$ cat config.mk
export PLATFORM = sky130hd
export DESIGN_NAME = overlay_stream_framer
export DESIGN_NICKNAME = d
export VERILOG_FILES = /design/src/rtl/overlay_stream_framer.sv
export SDC_FILE = /design/constraint.sdc
export NUM_CORES = 1
export LEC_CHECK = 0
export ABC_CLOCK_PERIOD_IN_PS = 3200
export CAP_MARGIN = 10
export CELL_PAD_IN_SITES_DETAIL_PLACEMENT = 1
export CELL_PAD_IN_SITES_GLOBAL_PLACEMENT = 2
export CORE_UTILIZATION = 31
export DETAILED_ROUTE_END_ITERATION = 6
export HOLD_SLACK_MARGIN = 0.12
export PLACE_DENSITY = 0.78
export SETUP_SLACK_MARGIN = 0.1
export SLEW_MARGIN = 20
export SYNTH_ARGS = -nofsm -noshare
export SYNTH_HDL_FRONTEND = slang
export SYNTH_SLANG_ARGS = --single-unit
$ cat constraint.sdc
create_clock -name ACLK -period 3.2 [get_ports ACLK]
set_clock_uncertainty 0.2 [all_clocks]
set_input_delay 0.48 -clock ACLK [delete_from_list [all_inputs] [get_ports ACLK]]
set_output_delay 0.48 -clock ACLK [all_outputs]
set_load 0.02 [all_outputs]
$ cat src/rtl/overlay_stream_framer.sv
// Tags an untagged pixel stream with SOF/EOL and emits AXI4-Stream video through a 2-entry skid buffer.
// Optional statistics counters are built when OVERLAY_FRAMER_STATS_EN is defined.
module overlay_stream_framer #(
    parameter int DATA_WIDTH = 32,
    parameter int DIM_BITS   = 12
) (
    input  logic                  ACLK,
    input  logic                  ARESETN,
    input  logic                  cfg_enable,
    input  logic [DIM_BITS-1:0]   cfg_width,
    input  logic [DIM_BITS-1:0]   cfg_height,
    input  logic                  s_pix_valid,
    output logic                  s_pix_ready,
    input  logic [DATA_WIDTH-1:0] s_pix_data,
    output logic                  m_axis_tvalid,
    input  logic                  m_axis_tready,
    output logic [DATA_WIDTH-1:0] m_axis_tdata,
    output logic                  m_axis_tuser,
    output logic                  m_axis_tlast,
    output logic                  frame_done,
    output logic                  busy
`ifdef OVERLAY_FRAMER_STATS_EN
    ,
    output logic [15:0]           stat_frames,
    output logic [15:0]           stat_stall
`endif
);

    localparam logic [0:0] S_IDLE   = 1'b0;
    localparam logic [0:0] S_ACTIVE = 1'b1;

    typedef struct packed {
        logic [DATA_WIDTH-1:0] data;
        logic                  tuser;
        logic                  tlast;
    } beat_t;

    logic [0:0]          r_state;
    logic [DIM_BITS-1:0] r_wq, r_hq, r_x, r_y;
    beat_t               r_mem [2];
    logic                r_rd, r_wr;
    logic [1:0]          r_cnt;

    logic                w_cfg_ok, w_acc, w_pop, w_xlast, w_ylast;
    beat_t               w_head;

    assign w_cfg_ok = cfg_enable && (cfg_width != '0) && (cfg_height != '0);
    assign w_xlast  = (r_x == r_wq - DIM_BITS'(1));
    assign w_ylast  = (r_y == r_hq - DIM_BITS'(1));

    // Ready depends only on registered occupancy, never on downstream tready.
    assign s_pix_ready = (r_state == S_ACTIVE) && (r_cnt != 2'd2);
    assign w_acc       = s_pix_valid && s_pix_ready;
    assign frame_done  = w_acc && w_xlast && w_ylast;
    assign busy        = (r_state == S_ACTIVE);

    always_ff @(posedge ACLK) begin
        if (!ARESETN) begin
            r_state <= S_IDLE;
            r_wq    <= '0;
            r_hq    <= '0;
            r_x     <= '0;
            r_y     <= '0;
        end else begin
            case (r_state)
                S_IDLE: begin
                    if (w_cfg_ok) begin
                        r_wq    <= cfg_width;
                        r_hq    <= cfg_height;
                        r_x     <= '0;
                        r_y     <= '0;
                        r_state <= S_ACTIVE;
                    end
                end
                S_ACTIVE: begin
                    if (w_acc) begin
                        if (w_xlast) begin
                            r_x <= '0;
                            if (w_ylast) begin
                                r_y <= '0;
                                // Geometry is only re-sampled here, so mid-frame cfg writes wait.
                                if (w_cfg_ok) begin
                                    r_wq <= cfg_width;
                                    r_hq <= cfg_height;
                                end else begin
                                    r_state <= S_IDLE;
                                end
                            end else begin
                                r_y <= r_y + DIM_BITS'(1);
                            end
                        end else begin
                            r_x <= r_x + DIM_BITS'(1);
                        end
                    end
                end
                default: r_state <= S_IDLE;
            endcase
        end
    end

    assign w_head        = r_mem[r_rd];
    assign m_axis_tvalid = (r_cnt != 2'd0);
    assign m_axis_tdata  = m_axis_tvalid ? w_head.data : '0;
    assign m_axis_tuser  = m_axis_tvalid && w_head.tuser;
    assign m_axis_tlast  = m_axis_tvalid && w_head.tlast;
    assign w_pop         = m_axis_tvalid && m_axis_tready;

    always_ff @(posedge ACLK) begin
        if (!ARESETN) begin
            r_rd  <= 1'b0;
            r_wr  <= 1'b0;
            r_cnt <= 2'd0;
        end else begin
            if (w_acc) r_wr <= ~r_wr;
            if (w_pop) r_rd <= ~r_rd;
            case ({w_acc, w_pop})
                2'b10:   r_cnt <= r_cnt + 2'd1;
                2'b01:   r_cnt <= r_cnt - 2'd1;
                default: r_cnt <= r_cnt;
            endcase
        end
    end

    // Storage needs no reset: the valid count gates every output.
    always_ff @(posedge ACLK) begin
        if (w_acc)
            r_mem[r_wr] <= '{data: s_pix_data, tuser: (r_x == '0) && (r_y == '0), tlast: w_xlast};
    end

`ifdef OVERLAY_FRAMER_STATS_EN
    logic [15:0] r_frames, r_stall;
    assign stat_frames = r_frames;
    assign stat_stall  = r_stall;

    always_ff @(posedge ACLK) begin
        if (!ARESETN) begin
            r_frames <= '0;
            r_stall  <= '0;
        end else begin
            if (frame_done) r_frames <= r_frames + 16'd1;
            if (m_axis_tvalid && !m_axis_tready && (r_stall != 16'hFFFF))
                r_stall <= r_stall + 16'd1;
        end
    end
`endif

endmodule

==> results of run 1 <==
power by group through the flow:
stage          clock network, mW  logic [mW]  registers, mW
2_1_floorplan                  0       0.750           1.81
3_5_place_dp                   0        1.32           1.86
5_1_grt                     2.02        1.50           1.84
4_1_cts                     1.95        1.36           1.83
3_3_place_gp                   0        1.29           1.85
6_report                    1.90        1.39           1.83
stage by stage:
stage	power [mW]	cell area, um^2	setup WS, ps	utilization, %
floorplan	2.56	6730	216	-
global placement	3.14	8330	-143	39.4
detailed placement	3.18	8330	-307	39.4
CTS	5.13	9070	-138	42.9
global route	5.36	9260	-85.6	43.8
finish	5.12	9260	3.42	43.8
critical path, stage by stage, from the launching register on:
cell	delay (ps)
dfxtp_2	340
inv_2	50
ha_2	170
nor3b_4	280
and4_1	260
a211o_1	150
a31oi_2	110
nand3b_1	240
nor4_2	210
buf_4	180
buf_6	110
path summary, 6_finish.rpt:
kind | end | slack [ps] | cells past startpoint | start
setup / recovery | frame_done | 3 | 10 | r_hq[1]
setup reg to reg | r_y[1] | 140 | 10 | r_hq[0]
hold reg to reg | r_cnt[1] | 330 | 2 | r_cnt[1]
hold / removal | r_hq[8] | 250 | 3 | ARESETN
layout make-up:
type	count	area (um^2)	share of cell area, %
clock inverter	15	155	1.67
inverter	24	90.1	0.972
multi-input combinational	487	3520	38.0
timing repair buffer	170	1600	17.2
sequential	122	3130	33.8
clock buffer	17	425	4.59
tap	275	344	3.71
layer usage:
metal / vias to the layer above / share of wire (%) / GRT usage [%]
li1: 2896 / - / -
met1: 3040 / 45 / 24.2
met2: 162 / 49 / 31.5
met3: 26 / 5.2 / 3.12
met4: 0 / 1.6 / 7.60
met5: - / 0 / 0
cells by family (layout without fill, tap and decap cells):
logic type / Yosys count / after routing
AO/OA/AOI/OAI: 113 / 113
XOR/XNOR: 41 / 41
adder cells (fa/ha/maj): 7 / 7
buffers and inverters: 80 / 226
flip-flops: 122 / 122
multiplexers: 43 / 43
AND/OR/NAND/NOR: 283 / 283
repair_timing:
action                                  in CTS  in global routing
pin swaps                                   10                 25
hold endpoints to repair                     0                  0
resized for setup                           28                 33
hold buffers                                 0                  0
buffers inserted                             6                  4
endpoints found under the setup margin      38                 38
registers in the layout, indices dropped and copies added (netlist names), named ones only:
name	count
r_x	12
r_y	12
busy	1
r_hq	12
r_cnt	2
r_wq	12
r_mem	68
r_wr	1
r_rd	1
cell usage in the layout (no fill, tap or decap), types with 4 or more instances in the layout:
cell type / n
mux2i_1: 37
clkinv_4: 4
edfxtp_1: 68
inv_6: 5
inv_1: 20
clkdlybuf4s50_1: 96
nor3_1: 9
nand2b_1: 6
o2111ai_1: 26
dfxtp_1: 48
nand4_1: 11
nor4_4: 4
ha_1: 5
clkbuf_16: 17
nand2_1: 24
a21oi_1: 9
buf_6: 5
and2_1: 9
and4_1: 26
nand3_1: 57
buf_12: 5
dfxtp_2: 6
nor2_1: 68
and3_1: 30
xnor2_1: 26
a31oi_1: 34
xor2_1: 13
or4_1: 5
buf_4: 63
mux2_2: 6
nor4_1: 8
a221oi_2: 6
==> key figures, run 1 <==
Floorplan
  – Die area: around 22,000 um^2
  – Initial core utilization: 31.8%
  – Core Footprint: ~21,000 um^2
  – Die width: 149 um
  – Core Rows: 53
  – Chip height: 149 um
  – Ports: 99

Cells and area
  – Fraction of layout instances using a drive strength above 1: around a fifth
  – Ant diodes: 0
  – Filler cell count: 2,342
  – Area Overhead vs Synth: 37.6%
  – Final non-filler cell total: 1,110
  – Nets: a little under 900

Yosys
  – Yosys cell types: 56
  – Avg Cell Area, Syn: 9.77 um^2
  – Synth area leaders: edfxtp_1, dfxtp_1, mux2i_1, nand3_1, nor2_1
  – Post-synth ARST share: 0%
  – Synth Register Bits: 122
  – Synth Flop Type: edfxtp_1
  – Synth Area in XOR/XNOR: 5.54%
  – Post-synth EDFFs: 68
  – Seq/Total Area, Yosys: a little under half
  – Compound-Gate Fraction of Synth Area: 12.4%
  – Top-count cell post-synth: nor2_1
  – Simple-gate share of the synthesized area: between 20% and 30%
  – Multiplexer share of the synthesized area: between 6 and 7%
  – Share of synthesized cell area in full adder, half adder and majority cells: 1.30%
  – Synth Instances: 689
  – Synth area leader: edfxtp_1
  – Synthesized Nets: approximately 760
  – Mapped cell area: roughly 6700 um^2
  – YS warnings: 0
  – Yosys top cell area share: 30.3%
  – Most frequent cells after synthesis: nor2_1, edfxtp_1, nand3_1
  – Largest family of logic cells by synthesized area: simple AND/OR/NAND/NOR gates

Detailed routing
  – DRC Markers: 0
  – Routed wire per std cell: around 19 um
  – Antenna viol nets, final: 0
  – Vias per inst: 5.52
  – Initial DRC count: between 200 and 300
  – Via count: 6,124
  – Overall routed net length: 20,700 um
  – 1st-pass router iterations: 4

STA
  – Fmax: 313 MHz
  – Worst-Margin Slew: approximately 750 ps
  – Count of final hold-check violations: 0
  – Fin Hold WS: 254 ps
  – RSZ-0062 raised after global routing: yes
  – Final Critical Period: 3200 ps
  – Slew Limit Fails: 0
  – Final period util: 99.9%
  – Setup TNS: 0 ps
  – Final setup viols: 0
  – Slew HR: 49.5%

Power and ir drop
  – Logic pwr share: 27.1%
  – Switch share: 31.3%
  – Internal power: 3.51 mW
  – Lkg Pwr: ~3.3 nW
  – Peak VDD IR: 0.378 mV
  – P_sw: 1.60 mW
  – Clock power share: 37.2%
  – Flop pwr share: 35.8%
  – Pwr dens: approximately 550 nW/um^2

Worst setup path
  – Arr. time, crit path: 2520 ps
  – CP Max Fanout: 5
  – Worst setup EP type: output pin
  – Critical path type: flop to output pin
  – Critical Path RT: around 2500 ps
  – Startpoint class of the critical path: flop

Global routing
  – Grt total ovfl: 0
  – First-pass GRT wire length: 33,100 um
  – Number of global-route vias before repair: 6,433
  – GR Util All Layers: between 10% and 20%
  – Largest net degree at the start of global routing: 49
  – Initial antenna violation count: 0

Place
  – GPL Wtd Cong: 0.813
  – HPWL Detailed: 14,200 um
  – IO buf count: 98
  – Post-Place Cells: 1,068

Clock tree
  – Clk_lat worst skew: 420 ps
  – Clk sinks: 122
  – Worst-path clk slew: 60 ps
  – Number of CTS-inserted buffers: 17
  – Root Driver: clkbuf_16
  – Htree depth: 4
  – CTS Buffer Depth: 2
  – CTS tree: done

Run
  – MaxCap Viol Count: 0

Run status
  – Status: complete, no violations

Min path
  – Hold WC Path Type: input pin to flop
Power figures use the tool's default switching activity.
==> run 2: changes to the inputs <==
==> constraint.sdc (replaced) <==
create_clock -name ACLK -period 3.2 [get_ports ACLK]
set_clock_uncertainty 0.2 [all_clocks]
set_input_delay 0.8 -clock ACLK [delete_from_list [all_inputs] [get_ports ACLK]]
set_output_delay 0.8 -clock ACLK [all_outputs]
set_load 0.02 [all_outputs]
==> key figures, run 2 (synthesis results as in run 1) <==
Worst setup path
  – Worst setup EP type: output pin
  – Critical Path RT: 2200 ps
  – Critical path type: flop to output pin
  – CP Max Fanout: 3
  – Arr. time, crit path: between 2000 and 3000 ps
  – CP startpoint: r_wq[3]
  – Setup crit end: frame_done
  – Reg2reg start: r_hq[1]
  – R2R cell count: 10
  – Worst reg2reg endpoint: r_y[1]
  – Flop2flop setup slack: -50 ps
  – Startpoint class of the critical path: flop

Place
  – Placed inst area: between 8000 and 9000 um^2
  – Pre-CTS setup slack: -567 ps
  – IO buf count: 98
  – GPL Wtd Cong: slightly above 0.8
  – HPWL Detailed: 14,900 um

Run status
  – Failing checks: setup timing
  – Status: complete, but fails checks

Detailed routing
  – Routed wire per std cell: 19.1 um
  – Overall routed net length: 22,200 um
  – DRC Markers: 0
  – Initial DRC count: 233
  – Antenna viol nets, final: 0
  – Via count: 6,350
  – Vias per inst: 5.47
  – 1st-pass router iterations: 5

Floorplan
  – Core Rows: between 50 and 60
  – Core Footprint: about 21,000 um^2
  – Initial core utilization: 31.8%
  – Die area: 22,300 um^2
  – Ports: 99
  – Chip height: 149 um
  – Die width: 149 um

Clock tree
  – Number of CTS-inserted buffers: 17
  – Htree depth: 4
  – Hold-fix buffers, CTS: 0
  – CTS tree: done
  – Worst-path clk slew: 60 ps
  – Clk_lat worst skew: 420 ps
  – Root Driver: clkbuf_16
  – Clk sinks: 122
  – CTS Buffer Depth: 2

Cells and area
  – Nets: 940
  – Largest Register: r_mem
  – Final Cell Area: 9900 um^2
  – Commonest non-fill, non-tap cells in the layout: buf_4, clkdlybuf4s50_1, nor2_1, edfxtp_1, nand3_1
  – Commonest non-fill, non-tap cell in the layout: buf_4
  – Ant diodes: 0
  – Fraction of layout instances using a drive strength above 1: 26.3%
  – Area Overhead vs Synth: 47.0%
  – Max reg flops: 68

Global routing
  – Initial antenna violation count: 0
  – Grt total ovfl: 0
  – Largest net degree at the start of global routing: 49
  – GR Util All Layers: 19.3%
  – Number of global-route vias before repair: around 6.4k
  – First-pass GRT wire length: 33,600 um

Power and ir drop
  – P_sw: 1.58 mW
  – Pwr dens: between 500 and 600 nW/um^2
  – Lkg Pwr: 3.54 nW
  – Logic pwr share: 29.3%
  – Peak VDD IR: 0.313 mV
  – Flop pwr share: between 30% and 40%
  – Internal power: 3.52 mW
  – Clock power share: 35.6%
  – Total power: 5.11 mW
  – Switch share: 31.0%

STA
  – Count of final hold-check violations: 0
  – Final period util: 110%
  – Slew HR: a little under half
  – Final WS setup: -322 ps
  – Fin Hold WS: around 340 ps
  – Slew Limit Fails: 0
  – Fmax: approximately 280 MHz
  – Final setup viols: 11
  – Final Critical Period: 3520 ps
  – Worst-Margin Slew: 794 ps
  – RSZ-0062 raised after global routing: yes

Run
  – MaxCap Viol Count: 0

Min path
  – Hold WC Path Type: flop to flop
[run 2: cell types whose count changed in the layout (fill, tap and decap cells not counted), moves of 4 or more]
cell	previous run	this run
buf_4	63	108
inv_6	5	1
o2111ai_1	26	2
o2111ai_2	0	20
o2111ai_4	0	4
[run 2: repair_timing]
item	CTS	global route
buffers inserted	1	7
endpoints found under the setup margin	38	40
pin swaps	4	45
resized for setup	17	77
hold endpoints to repair	0	0
gates cloned	0	3
[run 2: metal layers]
metal / up-vias / track usage [%] / wire length (um) / part of all wire (%)
met5: - / 0 / 0 / 0
met1: 3161 / 24.4 / 9770 / 44
li1: 2993 / - / - / -
met3: 28 / 3.33 / 1070 / 4.8
met2: 168 / 32.9 / 10900 / 49
met4: 0 / 6.73 / 376 / 1.7
[run 2: worst min-delay path by stage]
stage	endpoint	slack, ps	from	cells after the start
floorplan	r_cnt[1]	270	r_cnt[1]	2
detailed placement	r_cnt[1]	330	r_cnt[1]	2
global route	r_cnt[1]	390	r_cnt[1]	2
global placement	r_cnt[1]	290	r_cnt[1]	2
finish	r_cnt[1]	340	r_cnt[1]	2
CTS	r_cnt[1]	350	r_cnt[1]	2
[run 2: area by class of cell]
class                           instances  area [um^2]
Multi-Input combinational cell        487         3750
Tap cell                              275          344
Fill cell                            2321        11300
Clock inverter                         14          126
Sequential cell                       122         3130
Clock buffer                           18          429
Inverter                               24         90.1
Timing Repair Buffer                  220         2030
[run 2: power groups by stage]
stage | logic, mW | clock network [mW] | registers, mW
after detailed placement | 1.40 | 0 | 1.82
after floorplan | 0.751 | 0 | 1.81
after global placement | 1.36 | 0 | 1.81
after global routing | 1.61 | 1.92 | 1.80
final | 1.50 | 1.82 | 1.79
after CTS | 1.43 | 1.85 | 1.79
[run 2: stage by stage]
step	instances	util, %	setup TNS (ps)
after global placement	1117	41.3	-6320
final	1160	46.8	-525
after CTS	1150	44.3	-413
after detailed placement	1117	41.3	-8330
after global routing	1160	46.8	-1830
after floorplan	689	-	0
[run 2: worst max-delay path: stages, from the launching register on]
cell and delay [ps]:
dfxtp_2 330, or4_4 560, o41a_1 360, nor2_1 140, nand4_1 220, nor4_4 310, buf_4 190
